==> src/rtl/ft_bus_arbiter.sv <==
// FT600 245-sync FIFO bus arbiter: alternates bounded TX/RX bursts with a turnaround gap.
// Optional FT_ARB_STATS_EN adds free-running TX/RX beat counters on tx_beats/rx_beats.
module ft_bus_arbiter #(
    parameter int unsigned DATA_W    = 16,
    parameter int unsigned BE_W      = 2,
    parameter int unsigned BURST_MAX = 2048,
    parameter int unsigned TURN_CYC  = 1
) (
    input  logic              clk,
    input  logic              rst_n,
    input  logic              rxf_n,
    input  logic              txe_n,
    input  logic [DATA_W-1:0] data_i,
    output logic [DATA_W-1:0] data_o,
    output logic              data_oe,
    input  logic [BE_W-1:0]   be_i,
    output logic [BE_W-1:0]   be_o,
    output logic              oe_n,
    output logic              rd_n,
    output logic              wr_n,
    input  logic              tx_valid,
    input  logic [DATA_W-1:0] tx_data,
    output logic              tx_ready,
    output logic              rx_valid,
    output logic [DATA_W-1:0] rx_data,
    output logic [BE_W-1:0]   rx_be,
    input  logic              rx_ready,
    output logic [2:0]        state_o,
    output logic [31:0]       tx_beats,
    output logic [31:0]       rx_beats
);

    localparam int unsigned CntW  = $clog2(BURST_MAX) + 1;
    localparam int unsigned TurnW = $clog2(TURN_CYC) + 1;
    localparam logic [CntW-1:0]  CntLast  = CntW'(BURST_MAX - 1);
    localparam logic [TurnW-1:0] TurnLast = TurnW'(TURN_CYC - 1);

    typedef enum logic [2:0] {
        StIdle = 3'd0,
        StTx   = 3'd1,
        StRxOe = 3'd2,
        StRx   = 3'd3,
        StTurn = 3'd4
    } state_e;

    state_e            r_state, w_state_d;
    logic [CntW-1:0]   r_cnt, w_cnt_d;
    logic [TurnW-1:0]  r_turn, w_turn_d;
    logic              r_last_tx, w_last_tx_d;
    logic              r_data_oe;
    logic              w_tx_req, w_rx_req, w_tx_beat, w_rx_beat;

    assign w_tx_req  = tx_valid && !txe_n;
    assign w_rx_req  = !rxf_n && rx_ready;
    assign w_tx_beat = (r_state == StTx) && tx_valid && !txe_n;
    assign w_rx_beat = (r_state == StRx) && !rxf_n && rx_ready;

    always_comb begin
        w_state_d   = r_state;
        w_cnt_d     = r_cnt;
        w_turn_d    = r_turn;
        w_last_tx_d = r_last_tx;
        case (r_state)
            StIdle: begin
                // On a tie, go opposite to the previous burst direction.
                if (w_tx_req && (!w_rx_req || !r_last_tx)) begin
                    w_state_d   = StTx;
                    w_cnt_d     = '0;
                    w_last_tx_d = 1'b1;
                end else if (w_rx_req) begin
                    w_state_d   = StRxOe;
                    w_cnt_d     = '0;
                    w_last_tx_d = 1'b0;
                end
            end
            StTx: begin
                if (w_tx_beat) w_cnt_d = r_cnt + 1'b1;
                if (txe_n || !tx_valid || (w_tx_beat && r_cnt == CntLast)) begin
                    w_state_d = StTurn;
                    w_turn_d  = '0;
                end
            end
            StRxOe: w_state_d = StRx;
            StRx: begin
                if (w_rx_beat) w_cnt_d = r_cnt + 1'b1;
                if (rxf_n || !rx_ready || (w_rx_beat && r_cnt == CntLast)) begin
                    w_state_d = StTurn;
                    w_turn_d  = '0;
                end
            end
            StTurn: begin
                if (r_turn == TurnLast) w_state_d = StIdle;
                else                    w_turn_d  = r_turn + 1'b1;
            end
            default: w_state_d = StIdle;
        endcase
    end

    always_ff @(posedge clk or negedge rst_n) begin
        if (!rst_n) begin
            r_state   <= StIdle;
            r_cnt     <= '0;
            r_turn    <= '0;
            r_last_tx <= 1'b0;
            r_data_oe <= 1'b0;
        end else begin
            r_state   <= w_state_d;
            r_cnt     <= w_cnt_d;
            r_turn    <= w_turn_d;
            r_last_tx <= w_last_tx_d;
            r_data_oe <= (w_state_d == StTx);
        end
    end

    // Strobes are decoded from state so an async reset releases them immediately.
    always_comb begin
        oe_n     = 1'b1;
        rd_n     = 1'b1;
        wr_n     = 1'b1;
        tx_ready = 1'b0;
        rx_valid = 1'b0;
        case (r_state)
            StTx: begin
                tx_ready = !txe_n;
                wr_n     = !w_tx_beat;
            end
            StRxOe: oe_n = 1'b0;
            StRx: begin
                oe_n     = 1'b0;
                rd_n     = !rx_ready;
                rx_valid = !rxf_n;
            end
            default: ;
        endcase
    end

    assign data_oe = r_data_oe;
    assign data_o  = tx_data;
    assign be_o    = '1;
    assign rx_data = data_i;
    assign rx_be   = be_i;
    assign state_o = r_state;

`ifdef FT_ARB_STATS_EN
    logic [31:0] r_tx_beats, r_rx_beats;

    always_ff @(posedge clk or negedge rst_n) begin
        if (!rst_n) begin
            r_tx_beats <= '0;
            r_rx_beats <= '0;
        end else begin
            if (w_tx_beat) r_tx_beats <= r_tx_beats + 32'd1;
            if (w_rx_beat) r_rx_beats <= r_rx_beats + 32'd1;
        end
    end

    assign tx_beats = r_tx_beats;
    assign rx_beats = r_rx_beats;
`else
    assign tx_beats = '0;
    assign rx_beats = '0;
`endif

endmodule

==> config.mk <==
export PLATFORM = sky130hd
export DESIGN_NAME = ft_bus_arbiter
export DESIGN_NICKNAME = d
export VERILOG_FILES = /design/src/rtl/ft_bus_arbiter.sv
export SDC_FILE = /design/constraint.sdc
export NUM_CORES = 1
export LEC_CHECK = 0
export CAP_MARGIN = 15
export CORE_MARGIN = 5
export CORE_UTILIZATION = 36
export CTS_CLUSTER_DIAMETER = 80
export DETAILED_ROUTE_END_ITERATION = 7
export PLACE_DENSITY = 0.88
export SKIP_LAST_GASP = 1
export SLEW_MARGIN = 10
export SYNTH_ARGS = -nofsm -noshare
export SYNTH_HDL_FRONTEND = slang
export SYNTH_SLANG_ARGS = --single-unit
export TNS_END_PERCENT = 20
==> constraint.sdc <==
create_clock -name clk -period 4.55 [get_ports clk]
set_input_delay 0.91 -clock clk [delete_from_list [all_inputs] [get_ports clk]]
set_output_delay 0.91 -clock clk [all_outputs]
set_load 0.01 [all_outputs]
## Yosys cells after proc, flatten, opt, wreduce, memory -nomap -nowiden

Cells that the tools add are included.

| storage, ports and cells | value |
|---|---|
| bits in registers | 18 |
| bits of input ports | 40 |

| operators by class | value |
|---|---|
| mux-type cells | 22 |
| equality and inequality tests | 11 |
| reduce and logical (&&, ||, !) cells | 29 |
| add/sub/neg operators | 2 |

Operators with widths:

| operator | count |
|---|---|
| $mux 12 | 4 |
| $pmux 12 s3 | 1 |
| $mux 3 | 5 |
| $pmux 3 s5 | 1 |
| $add 12x1->12 const B | 1 |
| $eq 12x11->1 const B | 1 |
| $mux 1 | 10 |
| $logic_and 1x1->1 | 9 |
| $logic_not 1->1 | 7 |
| $eq 3x1->1 const B | 2 |
| $eq 3x2->1 const B | 2 |
| $reduce_bool 3->1 | 2 |
| $logic_or 1x1->1 | 5 |
| $ne 2x1->1 const B | 2 |
| $ne 2x2->1 const B | 2 |
| $reduce_and 4->1 | 1 |
| $eq 3x3->1 const B | 1 |
| $logic_not 3->1 | 1 |
| $ne 3x3->1 const B | 1 |
| $pmux 1 s3 | 1 |
| $reduce_and 3->1 | 1 |
| $reduce_and 2->1 | 1 |
| $reduce_bool 2->1 | 1 |
| $reduce_or 2->1 | 1 |
| $add 1x1->1 const B | 1 |

## Depth between registers and ports, before layout

| depth | value |
|---|---|
| word-level depth | 8 |
| gate-level depth with buffers | 7 |
| gate-level depth less buffers | 5 |

## Least setup slack after synthesis

OpenSTA, ideal clock, no wires.

| timing path | value |
|---|---|
| path type | input-to-output |
| start point | input port tx_valid |
| end point | output port wr_n |
| path buffers | 0 |
| path slack | 2208 ps |
| stages | 3 |
| data arrival time | 1432 ps |
| path through | nor2b_1 and3_1 inv_1 |

| between the ends | value |
|---|---|
| word-level cells in the longest chain between the ends | 4 |

Ends and longest elaborated chain:

| item | line | source |
|---|---|---|
| start, declared | 21 | `input logic tx_valid,` |
| $logic_and 1x1->1 (2 in series) | 55 | `assign w_tx_beat = (r_state == StTx) && tx_valid && !txe_n;` |
| $logic_not 1->1 | 125 | `wr_n = !w_tx_beat;` |
| $mux 1 | 122 | `case (r_state)` |
| end, declared | 20 | `output logic wr_n,` |

Every way passes these cells.

## Worst setup path after layout

| timing path | value |
|---|---|
| start point | input port txe_n |
| end point | output port wr_n |

| between the ends | value |
|---|---|
| word-level cells in the longest chain between the ends | 4 |

Ends and longest elaborated chain:

| item | line | source |
|---|---|---|
| start, declared | 12 | `input logic txe_n,` |
| $logic_not 1->1 | 55 |  |
| $logic_and 1x1->1 | 55 |  |
| $logic_not 1->1 | 125 |  |
| $mux 1 | 122 |  |

Every way passes these cells.

==> summary.md <==
| Metric | Value |
|---|---|
| Status | finished, final reports clean |
| CP Capture Type | output port |
| Power per cell area | approximately 420 nW/um^2 |
| CP Launch Type | input pin |
| Cts hold-fix bufs | 0 |
| Vias in the first global route | 1058 |
| Yosys reg bits | 17 |
| CTS root buf | clkbuf_8 |
| Worst skew pair latency | 0.25 ns |
| YS warnings | 0 |
| Crit share post-route | 0.737 |
| Sequential area share after synthesis | 0.237 |
| Prevailing post-synth register cell | dfrtp_1 |
| Vias/cell | 4.41 |
| Detail Placement HPWL | around 2300 um |
| Post-layout instance area | approximately 1500 sq um |
| First-pass DRT Iterations | 4 |
| Post-synth cell types | between 40 and 50 |
| Clk sinks | 17 |
| Cell Area, Synth | ~1800 sq um |
| MaxCap Viol Count | 0 |
| Post-route minimum period | 3.35 ns |
| Cells after synthesis | between 200 and 250 |
| Hold/Removal Path Class | register to register |
| Skew final | approximately 0.004 ns |
| Most frequent cells in the layout | 66 x conb_1, 17 x nand2_1, 17 x dfrtp_1 |
| Via count | around 1200 |
| Area grow syn2layout | -15.1% |
| Dpl cell area | about 1500 sq um |
| DRC | 0 |
| Total power | 638 uW |
| CTS tree | done |
| CTS-repair resized insts | 0 |
| DRT iter0 DRCs | 53 |
| FFs w/ async S/R, synth | 1.00 |
| Final number of setup-violating endpoints | 0 |
| Worst path top cell family by delay | buffers and inverters |
| Gr ovfl total | 0 |
| Final hold violations | 0 |
| Lkg Pwr | ~0.70 nW |
| Htree depth | 1 |
| All-Layer GR Usage | 0.0917 |
| Bufs and invs on worst path | 3 |
| Worst EP required | ~3.6 ns |
| Crit path kind | input pin to output port |
| DR WL/cell | roughly 12 um |
| I/O pins | ~150 |
| Critical path's most frequent cell | clkdlybuf4s50_1 |
| First-pass GRT wire length | between 4000 and 5000 um |
| VDD IR max | approximately 0.14 mV |
| Most common cell after layout, fill and taps aside | conb_1 |
| Initial antenna violation count | 0 |
| Layout cells sized above 1 | 0.0567 |
| CORE AREA | ~4800 sq um |
| Clk slew on worst S/H paths | 0.07 ns |
| Max clock buf depth | 2 |
| Final nets | ~240 |
| Max-slew violations | 0 |
| Detail Route Antenna Nets | 0 |
| RSZ-0062 raised after global routing | false |
| Max_slew headroom | 0.501 |
| Largest net degree at the start of global routing | 24 |
| Crit-path max cell delay | 0.47 ns |
| Site row count | 25 |
| Cells along the critical path | clkdlybuf4s50_1 > nor2b_1 > and3_1 > inv_1 > clkdlybuf4s50_1 |
| Die Ht | a little over 80 um |
| Worst Tran Pin Value | roughly 0.75 ns |
| Setup TNS | 0 ns |
| Starting density of the core | 0.375 |
| Post-CTS Setup Bufs | 0 |
| CP max FO | 6 |
| Final WL | 3060 um |
| DIE WIDTH | 80.6 um |
| Crit path max-delay cell type | clkdlybuf4s50_1 |
| PortBufs | 14 |
| Upper clock frequency limit | between 200 and 300 MHz |
| Die area | around 6500 sq um |
| Syn avg cell area | just over 8 sq um |
| WP data arrival | ~2.4 ns |
| Num CTS Buffers | 3 |
| EDFF count, synth | 0 |
| Inserted Diodes | 0 |
| Routability cong. | ~0.84 |
registers in the layout, summed over array words and instances, names as in the netlist:
| register | flops |
|---|---|
| r_cnt | 12 |
| state_o | 3 |
| data_oe | 1 |
| r_last_tx | 1 |
Yosys cell counts, types with 2 or more instances:
cell type    n  area share
nor3_1       4       0.011
nor2_1       2      0.0042
conb_1       2      0.0042
and4_1       2      0.0098
or4_1        5       0.021
or3_1        3       0.010
nand3_1      8       0.022
nor2b_1      2      0.0070
or4b_1       2       0.011
o21ai_0      3      0.0084
dfrtp_1     17        0.24
a21oi_1     10       0.028
o31ai_1      5       0.021
o211ai_1     3       0.013
nand2_1     17       0.036
buf_4      101        0.42
and3_1       3       0.010
inv_1        3      0.0063
buf_6        2       0.013
routing by layer:
layer	wire length, um	up-vias	GRT usage
met4	130	0	0.0743
met3	318	16	0.0191
met1	1170	534	0.109
li1	-	529	-
met2	1440	71	0.142
met5	0	-	0
path summary, 6_finish.rpt:
path,from,slack [ns],cells past startpoint,end
worst min-delay path,r_last_tx$_DFFE_PN0P_,0.52,1,r_last_tx$_DFFE_PN0P_
min in group asynchronous,rst_n,1.10,1,r_cnt[5]$_DFFE_PN0P_
worst min register to register,r_last_tx$_DFFE_PN0P_,0.52,1,r_last_tx$_DFFE_PN0P_
worst max-delay path,txe_n,1.20,5,wr_n
max in group asynchronous,rst_n,2.98,1,r_cnt[1]$_DFFE_PN0P_
worst max register to register,state_o[0]$_DFF_PN0_,2.43,5,r_cnt[9]$_DFFE_PN0P_
logic make-up after synthesis:
logic type	Yosys count	share of synthesized area
DFF	17	0.237
AOI/OAI and AO/OA	29	0.107
and+or+nand+nor	59	0.199
adders and majority gates	1	0.00697
other	2	0.00418
buffers and inverters	108	0.446
area by class of cell:
| class | instances | area, sq um |
|---|---|---|
| clock buffers | 3 | 41.3 |
| clock inverters | 1 | 5.00 |
| fillers | 515 | 3260 |
| inverters | 3 | 11.3 |
| multi-input cells | 155 | 810 |
| flip-flops and latches | 17 | 425 |
| well taps | 67 | 83.8 |
| repair buffers | 15 | 148 |
report_power, final:
group / switching, mW / total, mW / internal (mW)
clock network: 0.0527 / 0.113 / 0.0607
logic: 0.134 / 0.247 / 0.113
registers: 0.0847 / 0.277 / 0.192
total: 0.272 / 0.638 / 0.366
metrics by stage:
stage / hold slack [ns] / util / instances / worst slack (ns)
2_1_floorplan: 0.465 / - / 280 / 2.21
5_1_grt: 0.552 / 0.318 / 261 / 1.12
4_1_cts: 0.512 / 0.318 / 261 / 1.20
3_3_place_gp: 0.500 / 0.309 / 257 / 1.20
3_5_place_dp: 0.503 / 0.309 / 257 / 1.19
6_report: 0.518 / 0.318 / 261 / 1.20
No activity file was read; power rests on OpenSTA's default activity.
==> edit, RTL diff (config.mk and constraints unchanged) <==
`BURST_MAX`: 2048 -> 8192.
--- a/src/rtl/ft_bus_arbiter.sv
+++ b/src/rtl/ft_bus_arbiter.sv
@@ -5,3 +5,3 @@
     parameter int unsigned BE_W      = 2,
-    parameter int unsigned BURST_MAX = 2048,
+    parameter int unsigned BURST_MAX = 8192,
     parameter int unsigned TURN_CYC  = 1
Behaviour: no difference found for any inputs over 10 cycles, from zero or initial values and one cycle with rst_n low; that may be too few to reach the edited logic, so the function may still have changed.
==> edit against the unedited design <==
- clock power grew 12%
- cell area grew 4.8%
- critical path depth shrank 1
- via count grew 5.0%
- first-iteration DRC count grew 25%
- maximum frequency shrank 2.0%
- largest cell class unchanged
- power shrank 4.8%
- synthesized area grew 4.0%
- critical endpoint unchanged
- global-route usage shrank 0.28 points
- worst setup slack lost 0.070 ns
- routed wire length grew 2.1%
- sequential cell count grew 2
- largest power group unchanged
==> edit: results (changes against the unedited design) <==
status - complete, no violations
Peak VDD IR - 0.000240 V (+66%)
DP HPWL - 2330 µm (+2.5%)
clock skew - 0.00402 ns (+0.0000868 ns)
Reg-to-Reg End - r_cnt[11]
R2R cell count - 4 (-1)
leak pwr - 0.693 nW (-0.51%)
r2r startpoint - state_o[1]
met3 usage - 3.62% (+1.7 points)
Worst Hold Depth - 2 (+1)
Clock Latency Late Sink - 0.27 ns (+0.02 ns)
total number of vias - 1207 (+5.0%)
Worst R2R Setup Slack - 2.37 ns (-0.06 ns)
metal2 WL - 1490 µm (+3.5%)
hold_sp - r_cnt[13]
switching power total - 252 µW (-7.3%)
Synth area leaders - buf_4 40%, dfrtp_1 25%, o31ai_1 5.2%
crit-path max cell delay - 0.50 ns (+0.03 ns)
nets - 242 (+2.5%)
share of cells above drive strength 1 - 3.50% (-2.2 points)
Max-slew headroom - 44.5% (-5.6 points)
DR WL met3 - 278 µm (-13%)
first-pass GRT wire length - 4710 µm (-2.2%)
routability congestion estimate - 0.795 (-4.9%)
GRT Util Overall - 8.89% (-0.28 points)
grt met1 use - 10.7% (-0.16 points)
grt met2 use - 12.8% (-1.4 points)
vias in the first global route - 1100 (+4.0%)
Crit path arrival time - 2.51 ns (+0.07 ns)
Routed Wire Length - 3120 µm (+2.1%)
-- edit: cell types whose count changed after synthesis, moves of 5 or more --
cell,unedited run,this run
a21oi_1,10,15
o31ai_1,5,13
nand2b_1,1,6
or4_1,5,10
nand2_1,17,10
o21ai_0,3,10
-- edit: layout make-up --
type / instances / area (µm²)
clock buffers: 3 / 41.3
clock inverters: 1 / 7.51
fillers: 563 / 3480
inverters: 2 / 7.51
multi-input cells: 161 / 837
flip-flops and latches: 19 / 475
well taps: 70 / 87.6
repair buffers: 14 / 140
-- edit: power by group through the flow --
stage               Sequential (mW)  Combinational, mW  Clock (mW)
finish                        0.254              0.228       0.126
global route                  0.262              0.252       0.135
CTS                           0.253              0.228       0.127
detailed placement            0.256              0.227           0
global placement              0.253              0.218           0
floorplan                     0.232              0.248           0
-- edit: metrics by stage --
stage	hold WS [ns]	area, µm²	utilization (%)	setup slack [ns]	std cells
2_1_floorplan	0.489	2110	-	2.07	288
3_3_place_gp	0.516	1550	30.5	1.14	266
3_5_place_dp	0.533	1550	30.5	1.12	266
4_1_cts	0.543	1600	31.5	1.12	270
5_1_grt	0.567	1600	31.5	1.05	270
6_report	0.545	1600	31.5	1.13	270
-- edit: how the worst max path moves through the flow --
stage | startpoint | endpoint | slack [ns] | cells after the start
floorplan | txe_n | wr_n | 2.07 | 2
global placement | txe_n | wr_n | 1.14 | 4
detailed placement | txe_n | wr_n | 1.12 | 4
CTS | txe_n | wr_n | 1.12 | 4
global route | txe_n | wr_n | 1.05 | 4
finish | txe_n | wr_n | 1.13 | 4
-- edit: cells by family after synthesis --
kind of cell / Yosys count / synth area share (%)
buffers and inverters: 108 / 42.6
other: 2 / 0.402
adders and majority gates: 1 / 0.670
AOI/OAI and AO/OA: 41 / 13.6
DFF: 19 / 25.5
and+or+nand+nor: 53 / 17.3
